[config.mk]
export PLATFORM = sky130hd
export DESIGN_NAME = mux16_rr_arbiter
export DESIGN_NICKNAME = d
export VERILOG_FILES = /design/src/rtl/mux16_rr_arbiter.sv
export SDC_FILE = /design/constraint.sdc
export NUM_CORES = 1
export LEC_CHECK = 0
export CAP_MARGIN = 20
export CORE_UTILIZATION = 51
export CTS_CLUSTER_SIZE = 24
export DETAILED_ROUTE_END_ITERATION = 6
export HOLD_SLACK_MARGIN = 0.05
export PLACE_DENSITY = 0.88
export SETUP_SLACK_MARGIN = 0.4
export SLEW_MARGIN = 20
export SYNTH_ARGS = -nofsm -noshare
export SYNTH_HDL_FRONTEND = slang
export SYNTH_SLANG_ARGS = --single-unit
[constraint.sdc]
create_clock -name clk -period 14.14 [get_ports clk]
set_input_delay 1.414 -clock clk [delete_from_list [all_inputs] [get_ports clk]]
set_output_delay 1.414 -clock clk [all_outputs]
set_load 0.02 [all_outputs]
[src/rtl/mux16_rr_arbiter.sv]
// mux16_rr_arbiter: round-robin arbiter that shares one N-bit 16:1 mux among
// 16 producer lanes and registers the selected word for a single consumer.
//
// Ports
//   clk        system clock, all state on rising edge
//   rst_n      asynchronous active-low reset
//   req[16]    lane i offers a word on in_data[i*N +: N]
//   in_data    16 packed lane words
//   mask[16]   lane enable; masked lanes never win
//   ack[16]    one-hot (or 0): lane word consumed at this clock edge
//   out_valid  output register holds a word
//   out_ready  downstream accepts when out_valid & out_ready
//   out_data   captured word
//   out_src    lane index of out_data
//   busy       state is HOLD (same as out_valid)

// Plain 16:1 word mux; select picks lane word sel.
module mux16 #(
  parameter int N = 1
) (
  input  logic [3:0]      sel,
  input  logic [16*N-1:0] din,
  output logic [N-1:0]    dout
);
  assign dout = din[sel*N +: N];
endmodule

// Per-lane qualify/grant slice.
module rr_lane #(
  parameter logic [3:0] LANE = 4'd0
) (
  input  logic       req,
  input  logic       mask,
  input  logic       load,
  input  logic [3:0] winner,
  output logic       elig,
  output logic       ack
);
  assign elig = req & mask;
  // winner is only meaningful when some lane is eligible, and load already
  // implies that, so no extra qualification is needed here.
  assign ack  = load & (winner == LANE);
endmodule

module mux16_rr_arbiter #(
  parameter int N = 1
) (
  input  logic            clk,
  input  logic            rst_n,
  input  logic [15:0]     req,
  input  logic [16*N-1:0] in_data,
  output logic [15:0]     ack,
  input  logic [15:0]     mask,
  output logic            out_valid,
  input  logic            out_ready,
  output logic [N-1:0]    out_data,
  output logic [3:0]      out_src,
  output logic            busy
);

  typedef enum logic {IDLE = 1'b0, HOLD = 1'b1} state_t;

  state_t      state, state_nxt;
  logic [3:0]  ptr;
  logic [15:0] elig;
  logic [15:0] lane_ack;
  logic [15:0] rot;
  logic [3:0]  off;
  logic [3:0]  winner;
  logic        any_elig;
  logic        load;
  logic [N-1:0] mux_out;

  // Per-lane qualification and grant decode.
  for (genvar i = 0; i < 16; i++) begin : g_lane
    rr_lane #(.LANE(4'(i))) u_lane (
      .req    (req[i]),
      .mask   (mask[i]),
      .load   (load),
      .winner (winner),
      .elig   (elig[i]),
      .ack    (lane_ack[i])
    );
  end

  // Rotate elig so bit 0 is the lane at ptr; the lowest set bit of the
  // rotated vector is the offset of the winner from ptr. 4-bit adds wrap
  // naturally, giving the mod-16 scan order ptr, ptr+1, ..., ptr-1.
  always_comb begin
    rot = '0;
    for (int k = 0; k < 16; k++) rot[k] = elig[ptr + 4'(k)];
  end

  always_comb begin
    off = '0;
    for (int k = 15; k >= 0; k--) if (rot[k]) off = 4'(k);
  end

  assign winner   = ptr + off;
  assign any_elig = |elig;

  // A new word may enter when the register is empty or is being drained
  // this same edge, giving one word per cycle under sustained ready.
  assign load = any_elig & ((state == IDLE) | (out_valid & out_ready));

  // Gate with rst_n: in reset the FSM reads IDLE, which would otherwise let
  // load (and so ack) rise combinationally from req.
  assign ack = lane_ack & {16{rst_n}};

  mux16 #(.N(N)) u_mux (
    .sel  (winner),
    .din  (in_data),
    .dout (mux_out)
  );

  // FSM: state register
  always_ff @(posedge clk or negedge rst_n) begin
    if (!rst_n) state <= IDLE;
    else        state <= state_nxt;
  end

  // FSM: next state
  always_comb begin
    state_nxt = state;
    case (state)
      IDLE: if (any_elig) state_nxt = HOLD;
      HOLD: if (out_ready && !any_elig) state_nxt = IDLE;
      default: state_nxt = IDLE;
    endcase
  end

  // FSM: outputs
  always_comb begin
    out_valid = (state == HOLD);
    busy      = (state == HOLD);
  end

  // Datapath registers: captured word, its source lane and the RR pointer.
  always_ff @(posedge clk or negedge rst_n) begin
    if (!rst_n) begin
      out_data <= '0;
      out_src  <= '0;
      ptr      <= '0;
    end else if (load) begin
      out_data <= mux_out;
      out_src  <= winner;
      ptr      <= winner + 4'd1;  // last winner drops to lowest priority
    end
  end

endmodule

After elaboration in Yosys (flattened, before gate mapping):

Cells that the tools add are included.

* bits in registers: 10
* logic and storage cells: 145
* output and inout bits: 23
* bits of input ports: 51

* add/subtract/negate cells: 17
* $lt $le $gt $ge: 16
* bitwise operators: 37
* shift operators: 1
* reductions and logical operators: 4
* muxes and demuxes: 51
* equality and inequality tests: 15

Operator list (count)
* $lt A4 B5 Y1 const B: 16
* $bmux W1 S4: 16
* $mux W4: 16
* $and A1 B1 Y1: 34
* $add A4 B4 Y4 const B: 8
* $eq A4 B4 Y1 const B: 8
* $mux W1: 18
* $add A4 B3 Y4 const B: 4
* $and A16 B16 Y16: 1
* $eq A4 B3 Y1 const B: 4
* $reduce_or A16 Y1: 1
* $shiftx A16 B5 Y1: 1
* $add A4 B1 Y4 const B: 2
* $add A4 B2 Y4 const B: 2
* $eq A4 B2 Y1 const B: 2
* $add A4 B4 Y4: 1
* $eq A4 B1 Y1 const B: 1
* $logic_not A4 Y1: 1
* $pmux W1 S2: 1
* $logic_and A1 B1 Y1: 1
* $logic_not A1 Y1: 1
* $not A1 Y1: 1
* $or A1 B1 Y1: 1

Logic depth before layout (Yosys ltp):

Gate-level depths: netlist of run 1.

* word-level depth: 23
* depth in mapped cells: 20
* depth with buffers taken out: 18

Modules after synthesis:

Synthesis of run 1 repeated with hierarchy kept, for this count alone.

* cell total of the unflattened synthesis: 225
* area, all modules: 2437.3 um2

By module, submodules not included
* mux16_rr_arbiter: area an instance 1978.1 um2, cells an instance 169, instances 1
* mux16: area an instance 135.1 um2, cells an instance 7, instances 1
* rr_lane at g_lane[10].u_lane ...: area an instance 18.8 um2, cells an instance 3, instances 5
* rr_lane at g_lane[13].u_lane ...: area an instance 23.8 um2, cells an instance 3, instances 2
* rr_lane at g_lane[4].u_lane ...: area an instance 22.5 um2, cells an instance 3, instances 2
* rr_lane at g_lane[1].u_lane ...: area an instance 20.0 um2, cells an instance 3, instances 2
* rr_lane at g_lane[11].u_lane ...: area an instance 16.3 um2, cells an instance 3, instances 2
* rr_lane at g_lane[0].u_lane: area an instance 25.0 um2, cells an instance 3, instances 1
* rr_lane at g_lane[12].u_lane: area an instance 21.3 um2, cells an instance 3, instances 1
* rr_lane at g_lane[15].u_lane: area an instance 18.8 um2, cells an instance 4, instances 1

Worst setup path before layout of run 1:

Ideal clock, no wire load.

* path kind: input to output
* from: input port req[11]
* to: output port ack[10]
* setup slack: 8101 ps
* required time: 12726 ps
* arrival: 4625 ps
* stages: 14
* cell sequence: nand2_1 -> o21ai_0 -> mux4_2 -> mux2_2 -> nor2b_1 -> nand2_1 -> a311oi_1 -> ha_1 -> a21o_1 -> a21oi_1 -> xnor2_1 -> xnor2_2 -> or2b_1 -> nor2_1

* word-level cells in the longest chain between the ends: 23
* elaborated cells on any way between the ends: 55
* those cells by class: add/sub (1); eq/ne (1); mux (48); bitwise (4); reduce/logical (1)

RTL lines
* start: declaration: RTL line 50 `input logic [15:0] req,`
* $and A1 B1 Y1 (*): RTL line 39 `assign elig = req & mask;`
* $bmux W1 S4: RTL line 91 `for (int k = 0; k < 16; k++) rot[k] = elig[ptr + 4'(k)];`
* $mux W1 (implied by the code): RTL line 91
* $mux W4 (16 in a row): RTL line 96 `for (int k = 15; k >= 0; k--) if (rot[k]) off = 4'(k);`
* $add A4 B4 Y4: RTL line 99 `assign winner = ptr + off;`
* $eq A4 B4 Y1: RTL line 42 `assign ack = load & (winner == LANE);`
* $and A1 B1 Y1 (*): RTL line 42
* $and A16 B16 Y16 (*): RTL line 108 `assign ack = lane_ack & {16{rst_n}};`
* end: declaration: RTL line 52 `output logic [15:0] ack,`

Mark *: on every way between the ends. The rest lies on a longest branch, timed or not. The select of a mux whose other input is x is not followed.

Final worst setup path of run 1:

* from: input port mask[14]
* to: output port ack[9]

* word-level cells in the longest chain between the ends: 23
* elaborated cells on any way between the ends: 55
* those cells by class: add/sub (1); eq/ne (1); mux (48); bitwise (4); reduce/logical (1)

RTL lines
* start: declaration: RTL line 53 `input logic [15:0] mask,`
* $and A1 B1 Y1 (*): RTL line 39
* $bmux W1 S4: RTL line 91
* $mux W1 (implied by the code): RTL line 91
* $mux W4 (16 in a row): RTL line 96
* $add A4 B4 Y4: RTL line 99
* $eq A4 B4 Y1: RTL line 42
* $and A1 B1 Y1 (*): RTL line 42
* $and A16 B16 Y16 (*): RTL line 108

Marked as above.

==> flow_summary.toml, run 1 <==
[global_route]
grt_max_degree = 41
grt-ovfl-total = 0
grt_pass1_vias = 1920
grt_first_pass_wirelength_um = 9240
grt_use_total_pct = 26.9
antenna_found_initial = 0

[worst_setup_path]
required_ns = 12.73
slowest_stage = "clkdlybuf4s50_1"
r2r-end = "out_data"
cp-end-kind = "output port"
r2r-start = "ptr[1]"
crit_arrival_ns = 6.09
crit_chain = "clkdlybuf4s50_1, nand2_1, o21ai_1, mux2i_1, mux4_1, a21bo_2, a21bo_2, a211oi_1, o21ai_0, ha_1, a21o_1, a21oi_1, xnor2_1, xnor2_2, or2b_1, nor2_1, clkdlybuf4s50_1"
crit_fanout = 7
slowest_delay_ns = 0.62
start_kind = "input port"
crit_family = "compound AO/OA/AOI/OAI gates"
crit_buf_inv = 2
r2r_slack_ns = 8.71
critPathKind = "in -> out"
rr_worst_depth = 15

[synthesis]
syn_avg_cell_area_um2 = 9.38
ys.flop_type = "dfrtp_1"
syn-num-nets = 300
synth_edf_count = 0
ys_seq_area_share_pct = 11.4
synthCells = 234
async_flop_share_pct = 100
yosys_warnings = 0
synth_cell_type_count = 41
synth_area_um2 = 2200
synth_seq_cells = 10

[clock_tree]
cts_made_buffers = 3
clockRootBuffer = "clkbuf_8"
htreeDepth = 1
cts_setup_buffers = 0
insertion_delay_ns = 0.24
cts_tree = "done"
ctsResizeCount = 0
cts.path.max_buffers = 2
cts_sinks = 10
clkTransAtPathRegs_ns = 0.05
hold_buffers = 0

[detailed_routing]
drtPass1Iterations = 4
via_count = 2081
detail-route-antenna-nets = 0
drc_errors = 0
totalWireLength_um = 5740
drt-vias-per-instance = 5.96
post_drt_wl_per_cell_um = 16.4
drt_iter0_markers = 182

[timing]
finalSetupViolations = 0
slew_viol_final = 0
fin_crit_ns = 7.50
fin_crit_sh_pct = 53.1
slew_headroom_pct = 54.0
skew_ns = 0.00484
setup_tns_ns = 0
timing.fmax_ghz = 0.133
tightest_slew_ns = 0.688
hold_viol = 0
rsz0062_at_grt = "false"
hold-worst-slack_ns = 0.501

[placement]
dp_hpwl_um = 4640
port_buffers = 73
gp_congestion = 0.877

[run]
drv_cap = 0

[min_path]
whs_endpoint = "out_src[3]"
min_from = "out_src[3]"
whs_path_depth = 1
hp-class = "reg -> reg"

[floorplan]
die_y_um = 67.6
core_area_um2 = 4060
die_w_um = 67.6
dieArea_um2 = 4570
start_util_pct = 54.1
std_cell_rows = 23
io_pins = 74

[final_layout]
final_common_cell = "clkdlybuf4s50_1"
nets = 366
layout-drive-gt1-share_pct = 15.1
area_growth_pct = 35.3
antenna_cells = 0
final_cell_mix = "73 x clkdlybuf4s50_1, 33 x nand2_1, 21 x mux4_2"

[run_status]
status = "finished clean"
==> Yosys cell counts (all sizes together) (2+ instances only) <==
cell type	instances	area [um2]
a21o	2	15.0
mux4	26	604
buf	9	65.1
nand2	33	124
a21oi	5	25.0
nand2b	3	18.8
ha	14	175
xor2	6	52.6
a21bo	2	20.0
clkbuf	4	15.0
nor2b	3	18.8
mux2i	15	166
or2b	2	15.0
mux2	8	90.1
nand3	19	105
nand4	6	37.5
dfrtp	10	250
o21ai	23	119
inv	7	26.3
nor2	19	71.3
xnor2	8	85.1
==> logic make-up after synthesis <==
family	after synthesis	share of synthesized area (%)
buf+inv	20	4.84
fa+ha+maj	15	8.89
mux	49	39.2
flops	10	11.4
xor+xnor	14	6.27
compound gates	36	9.86
simple gates	90	19.5
==> how the worst max path moves through the flow <==
stage             start  endpoint  cells past startpoint
2_1_floorplan   req[11]   ack[10]                     14
3_5_place_dp    req[12]   ack[15]                     15
3_3_place_gp    req[14]   ack[10]                     18
5_1_grt         req[14]   ack[10]                     18
4_1_cts        mask[14]    ack[9]                     17
6_report       mask[14]    ack[9]                     17
==> sequential cells by signal, indices dropped and copies added, names as in the netlist <==
register / cells
busy: 1
out_data: 1
out_src: 4
ptr: 4
==> cell type report <==
class | instances | area [um2]
multi-input cells | 204 | 1840
fillers | 301 | 1090
repair buffers | 74 | 738
flip-flops and latches | 10 | 250
well taps | 50 | 62.6
clock buffers | 4 | 55.1
inverters | 7 | 26.3
==> routing by layer <==
metal	share of wire [%]	GRT usage, %
met1	44	39.7
met2	50	42.0
met3	5.3	3.89
met4	0.59	3.99
met5	0	0
==> stage by stage <==
stage	instance area [um2]	cells	worst slack [ns]	util, %
finish	2970	349	6.64	73.2
detailed placement	2920	345	6.71	71.9
global placement	2920	345	6.86	71.9
global route	2970	349	6.30	73.2
floorplan	2200	234	8.10	-
CTS	2970	349	6.69	73.2
Power of run 1 is not shown: default switching activity piles up to over one toggle a cycle in this logic, so the estimate is an artifact.
==> run 2, diff against run 1 <==
- CORE_UTILIZATION: 51 -> 43
- PLACE_DENSITY: 0.88 -> 0.79
- clock period: 14.14 -> 6 ns (I/O delays scaled with it)
==> run 2 against run 1 <==
  * Wire length grew 4.4%
  * Critical path depth is 1 lower
  * Largest cell class unchanged
  * Global-route usage fell by 4.0 points
  * Clock skew decreased by 0.0025 ns
  * First-iteration DRC count fell by 39%
  * Core utilization fell by 11 points
  * Die area increased by 18%
  * Final area rose by 1.1%
  * Critical endpoint is now ack[4]
  * Flip-flop and latch count is the same
==> flow_summary.toml, run 2 (same netlist as run 1, synthesis figures left out) <==
[worst_setup_path]
required_ns = 5.40
r2r_slack_ns = 1.02
r2r-start = "ptr[1]"
slowest_delay_ns = 0.64
crit_family = "compound AO/OA/AOI/OAI gates"
r2r-end = "out_data"
cp-end-kind = "output port"
crit_buf_inv = 3
slowest_stage = "fa_2"
rr_worst_depth = 16
critPathKind = "in -> out"
crit_fanout = 6
start_kind = "input port"
crit_arrival_ns = 4.73
crit_chain = "clkdlybuf4s50_1, nand2_1, o21ai_1, mux2i_1, mux4_1, a21bo_2, a21bo_2, a211oi_1, o21ai_0, ha_1, fa_2, inv_1, ha_1, nand2_1, nor2_1, dlygate4sd2_1"

[final_layout]
area_growth_pct = 36.9
top_regs = "out_src x4, ptr x4"
nFillCells = 444
layout-drive-gt1-share_pct = 20.7
nets = 373
antenna_cells = 0
final_common_cell = "clkdlybuf4s50_1"
final_cell_mix = "57 x clkdlybuf4s50_1, 33 x nand2_1, 21 x mux4_2"

[clock_tree]
cts_made_buffers = 3
cts_tree = "done"
cts.path.max_buffers = 2
htreeDepth = 1
hold_buffers = 0
clkTransAtPathRegs_ns = 0.04
insertion_delay_ns = 0.23
clockRootBuffer = "clkbuf_8"
cts_sinks = 10

[detailed_routing]
via_count = 2126
drc_errors = 0
totalWireLength_um = 5990
drtPass1Iterations = 4
detail-route-antenna-nets = 0
drt-vias-per-instance = 5.72
drt_iter0_markers = 111
post_drt_wl_per_cell_um = 16.1

[timing]
setup_tns_ns = 0
hold_viol = 0
slew_viol_final = 0
timing.fmax_ghz = 0.187
fin_crit_ns = 5.33
skew_ns = 0.00234
rsz0062_at_grt = "false"
finalSetupViolations = 0
worst_slack_ns = 0.666
fin_crit_sh_pct = 88.9
tightest_slew_ns = 0.640
slew_headroom_pct = 57.0

[run]
drv_cap = 0

[global_route]
grt_first_pass_wirelength_um = 9540
grt_max_degree = 38
grt_use_total_pct = 22.9
grt_pass1_vias = 2000
grt-ovfl-total = 0
antenna_found_initial = 0

[floorplan]
dieArea_um2 = 5400
die_w_um = 73.5
io_pins = 74
core_area_um2 = 4820
std_cell_rows = 25
start_util_pct = 45.6
die_y_um = 73.5

[min_path]
whs_endpoint = "out_src[1]"
whs_path_depth = 2
hp-class = "reg -> reg"
min_from = "out_src[1]"

[placement]
dp_slack_ns = 0.264
port_buffers = 73
dp_hpwl_um = 4990
gp_congestion = 0.848

[run_status]
status = "finished clean"
## run 2: how the worst max path moves through the flow
stage                          to  cells after the start  slack [ns]    start
after CTS                  ack[7]                     16        0.32   ptr[1]
after detailed placement   ack[7]                     16        0.26   ptr[1]
after floorplan           ack[10]                     18        0.99   ptr[1]
after global placement     ack[4]                     17        0.44   ptr[1]
final                      ack[4]                     16        0.67   req[6]
after global routing       ack[4]                     16        0.40  req[14]
## run 2: routing by layer
layer	up-vias	wire length (um)	GRT usage [%]
li1	1027	-	-
met1	1025	2530	30.9
met2	70	2990	38.6
met3	4	432	4.53
met4	0	30	3.63
met5	-	0	0
## run 2: worst reg2reg max path, stage by stage (launching register included)
cell and delay (ns):
dfrtp_2 0.46, inv_2 0.10, ha_1 0.25, xnor2_4 0.24
mux4_1 0.64, mux2i_2 0.22, o21ai_0 0.12, a21bo_2 0.22
a21bo_2 0.20, a211oi_1 0.21, o21ai_0 0.14, ha_1 0.23
fa_2 0.64, buf_4 0.17, mux4_2 0.28, mux4_2 0.47
mux2_2 0.27
## run 2: timing repair
item / CTS / global route
pin swaps: 1 / 2
setup buffers: 1 / 1
gates cloned: 0 / 0
setup endpoints to repair: 16 / 16
resized for setup: 18 / 20
## run 2: area by class of cell
class                      count  area, um2  share of cell area, %
inverter                       7       26.3                  0.874
timing repair buffer          81        748                   24.9
multi-input combinational    204       1850                   61.7
tap                           67       83.8                   2.79
clock buffer                   3       41.3                   1.37
sequential                    10        253                   8.41
## run 2: metrics by stage
| stage | hold slack, ns | instance area [um2] | std cells | utilization, % |
|---|---|---|---|---|
| global placement | 0.463 | 2980 | 367 | 61.8 |
| CTS | 0.506 | 3020 | 371 | 62.7 |
| floorplan | 0.304 | 2200 | 234 | - |
| finish | 0.499 | 3010 | 372 | 62.4 |
| detailed placement | 0.496 | 2980 | 367 | 61.8 |
| global route | 0.520 | 3010 | 372 | 62.4 |
Power of run 2 is left out for the same reason.
==> run 3, diff against run 2 <==
- ABC_CLOCK_PERIOD_IN_PS: default -> 6000
- SKIP_CTS_REPAIR_TIMING: default -> 1
==> run 3 against run 2 <==
  * Wire length up 1.9%
  * Maximum frequency up 2.6%
  * Register-to-register slack better by 0.05 ns
  * Die area unchanged
  * Sequential share of layout area down 0.32 points
  * Global-route usage about the same
  * Highest routed layer unchanged
  * Clock-buffer cell count unchanged
==> flow_summary.toml, run 3 (same netlist as run 1, synthesis figures left out) <==
[final_layout]
final_common_cell = "clkdlybuf4s50_1"
nets = 373
top_regs = "out_src x4, ptr x4"
area_growth_pct = 42.2
layout-drive-gt1-share_pct = 21.3
final_cell_mix = "57 x clkdlybuf4s50_1, 33 x nand2_1, 21 x mux4_2"
fin_area_um2 = 3120
antenna_cells = 0

[global_route]
use_met3_pct = 4.53
grt_max_degree = 38
grt-ovfl-total = 0
use_met1_pct = 30.9
met2_usage_pct = 38.6
grt_use_total_pct = 22.9
grt_pass1_vias = 2007
antenna_found_initial = 0
busiest_layer = "met2"
grt_first_pass_wirelength_um = 9550

[floorplan]
std_cell_rows = 25
core_area_um2 = 4820
die_w_um = 73.5
dieArea_um2 = 5400
die_y_um = 73.5
start_util_pct = 45.6
io_pins = 74

[timing]
finalSetupViolations = 0
rsz0062_at_grt = "false"
fin_crit_ns = 5.20
tightest_slew_ns = 0.648
setup_tns_ns = 0
slew_headroom_pct = 56.8
worst_slack_ns = 0.802
skew_ns = 0.00168
slew_viol_final = 0
hold_viol = 0
hold-worst-slack_ns = 0.501
fin_crit_sh_pct = 86.6
timing.fmax_ghz = 0.192

[worst_setup_path]
crit_arrival_ns = 4.60
start_kind = "flip-flop"
crit_fanout = 7
startpoint = "ptr[1]"
required_ns = 5.40
cp-end-kind = "output port"
critPathKind = "reg -> out"
r2r_slack_ns = 1.07
r2r-start = "ptr[1]"

[run]
drv_cap = 0

[min_path]
hp-class = "reg -> reg"
min_from = "out_src[1]"

[clock_tree]
cts_sinks = 10
insertion_delay_ns = 0.23
cts.path.max_buffers = 2
cts_made_buffers = 3
clkTransAtPathRegs_ns = 0.04
htreeDepth = 1
clockRootBuffer = "clkbuf_8"
cts_tree = "done"

[placement]
dp_hpwl_um = 4990
dp_slack_ns = 0.264
placed_cell_area_um2 = 2980
gp_congestion = 0.848
port_buffers = 73

[detailed_routing]
via_count = 2147
drtPass1Iterations = 4
post_drt_wl_per_cell_um = 16.4
drc_errors = 0
detail-route-antenna-nets = 0
totalWireLength_um = 6100
drt-vias-per-instance = 5.77
drt_iter0_markers = 121

[run_status]
status = "finished clean"
## run 3: cell types whose count changed in the layout (fill, tap and decap cells not counted)
cell            previous run  this run
clkbuf_2                   8         1
dlymetal6s2s_1             1        15
ha_2                       0         1
ha_1                      14        13
xor2_1                     6         5
dlygate4sd2_1              7         0
xor2_2                     0         1
o21ai_1                   14         8
a311oi_2                   0         1
a311oi_1                   1         0
o21ai_2                    1         7
## run 3: worst paths after layout
check                        endpoint  cells after the start
max                           ack[10]                     18
min                        out_src[1]                      2
max reg2reg                  out_data                     16
min reg2reg                out_src[1]                      2
max in group asynchronous      ptr[0]                      1
min in group asynchronous      ptr[2]                      1
## run 3: per-stage QoR
stage / std cells / utilization, %
floorplan: 234 / -
global placement: 367 / 61.8
detailed placement: 367 / 61.8
CTS: 370 / 62.6
global route: 372 / 64.8
finish: 372 / 64.8
## run 3: metal layers
metal | vias up | share of wire (%)
li1 | 1029 | -
met1 | 1042 | 43
met2 | 70 | 51
met3 | 6 | 5.3
met4 | 0 | 0.46
met5 | - | 0
## run 3: cell type report
| type | count | area (um2) |
|---|---|---|
| Timing Repair Buffer | 81 | 827 |
| Clock buffer | 3 | 41.3 |
| Sequential cell | 10 | 253 |
| Fill cell | 420 | 1690 |
| Inverter | 7 | 26.3 |
| Tap cell | 67 | 83.8 |
| Multi-Input combinational cell | 204 | 1890 |
## run 3: critical path, cell delays in order, from the launching register on
cell and delay [ns]:
dfrtp_2 0.47, inv_2 0.14, ha_2 0.24, xnor2_4 0.16, mux4_1 0.64, mux2i_2 0.22, o21ai_0 0.12, a21bo_2 0.22
a21bo_2 0.20, a211oi_1 0.21, o21ai_0 0.14, ha_1 0.23, a21o_1 0.19, a21oi_1 0.17, xnor2_1 0.12, xnor2_2 0.26
or2b_1 0.30, nor2_1 0.10, dlymetal6s2s_1 0.24
Power of run 3 is left out for the same reason.
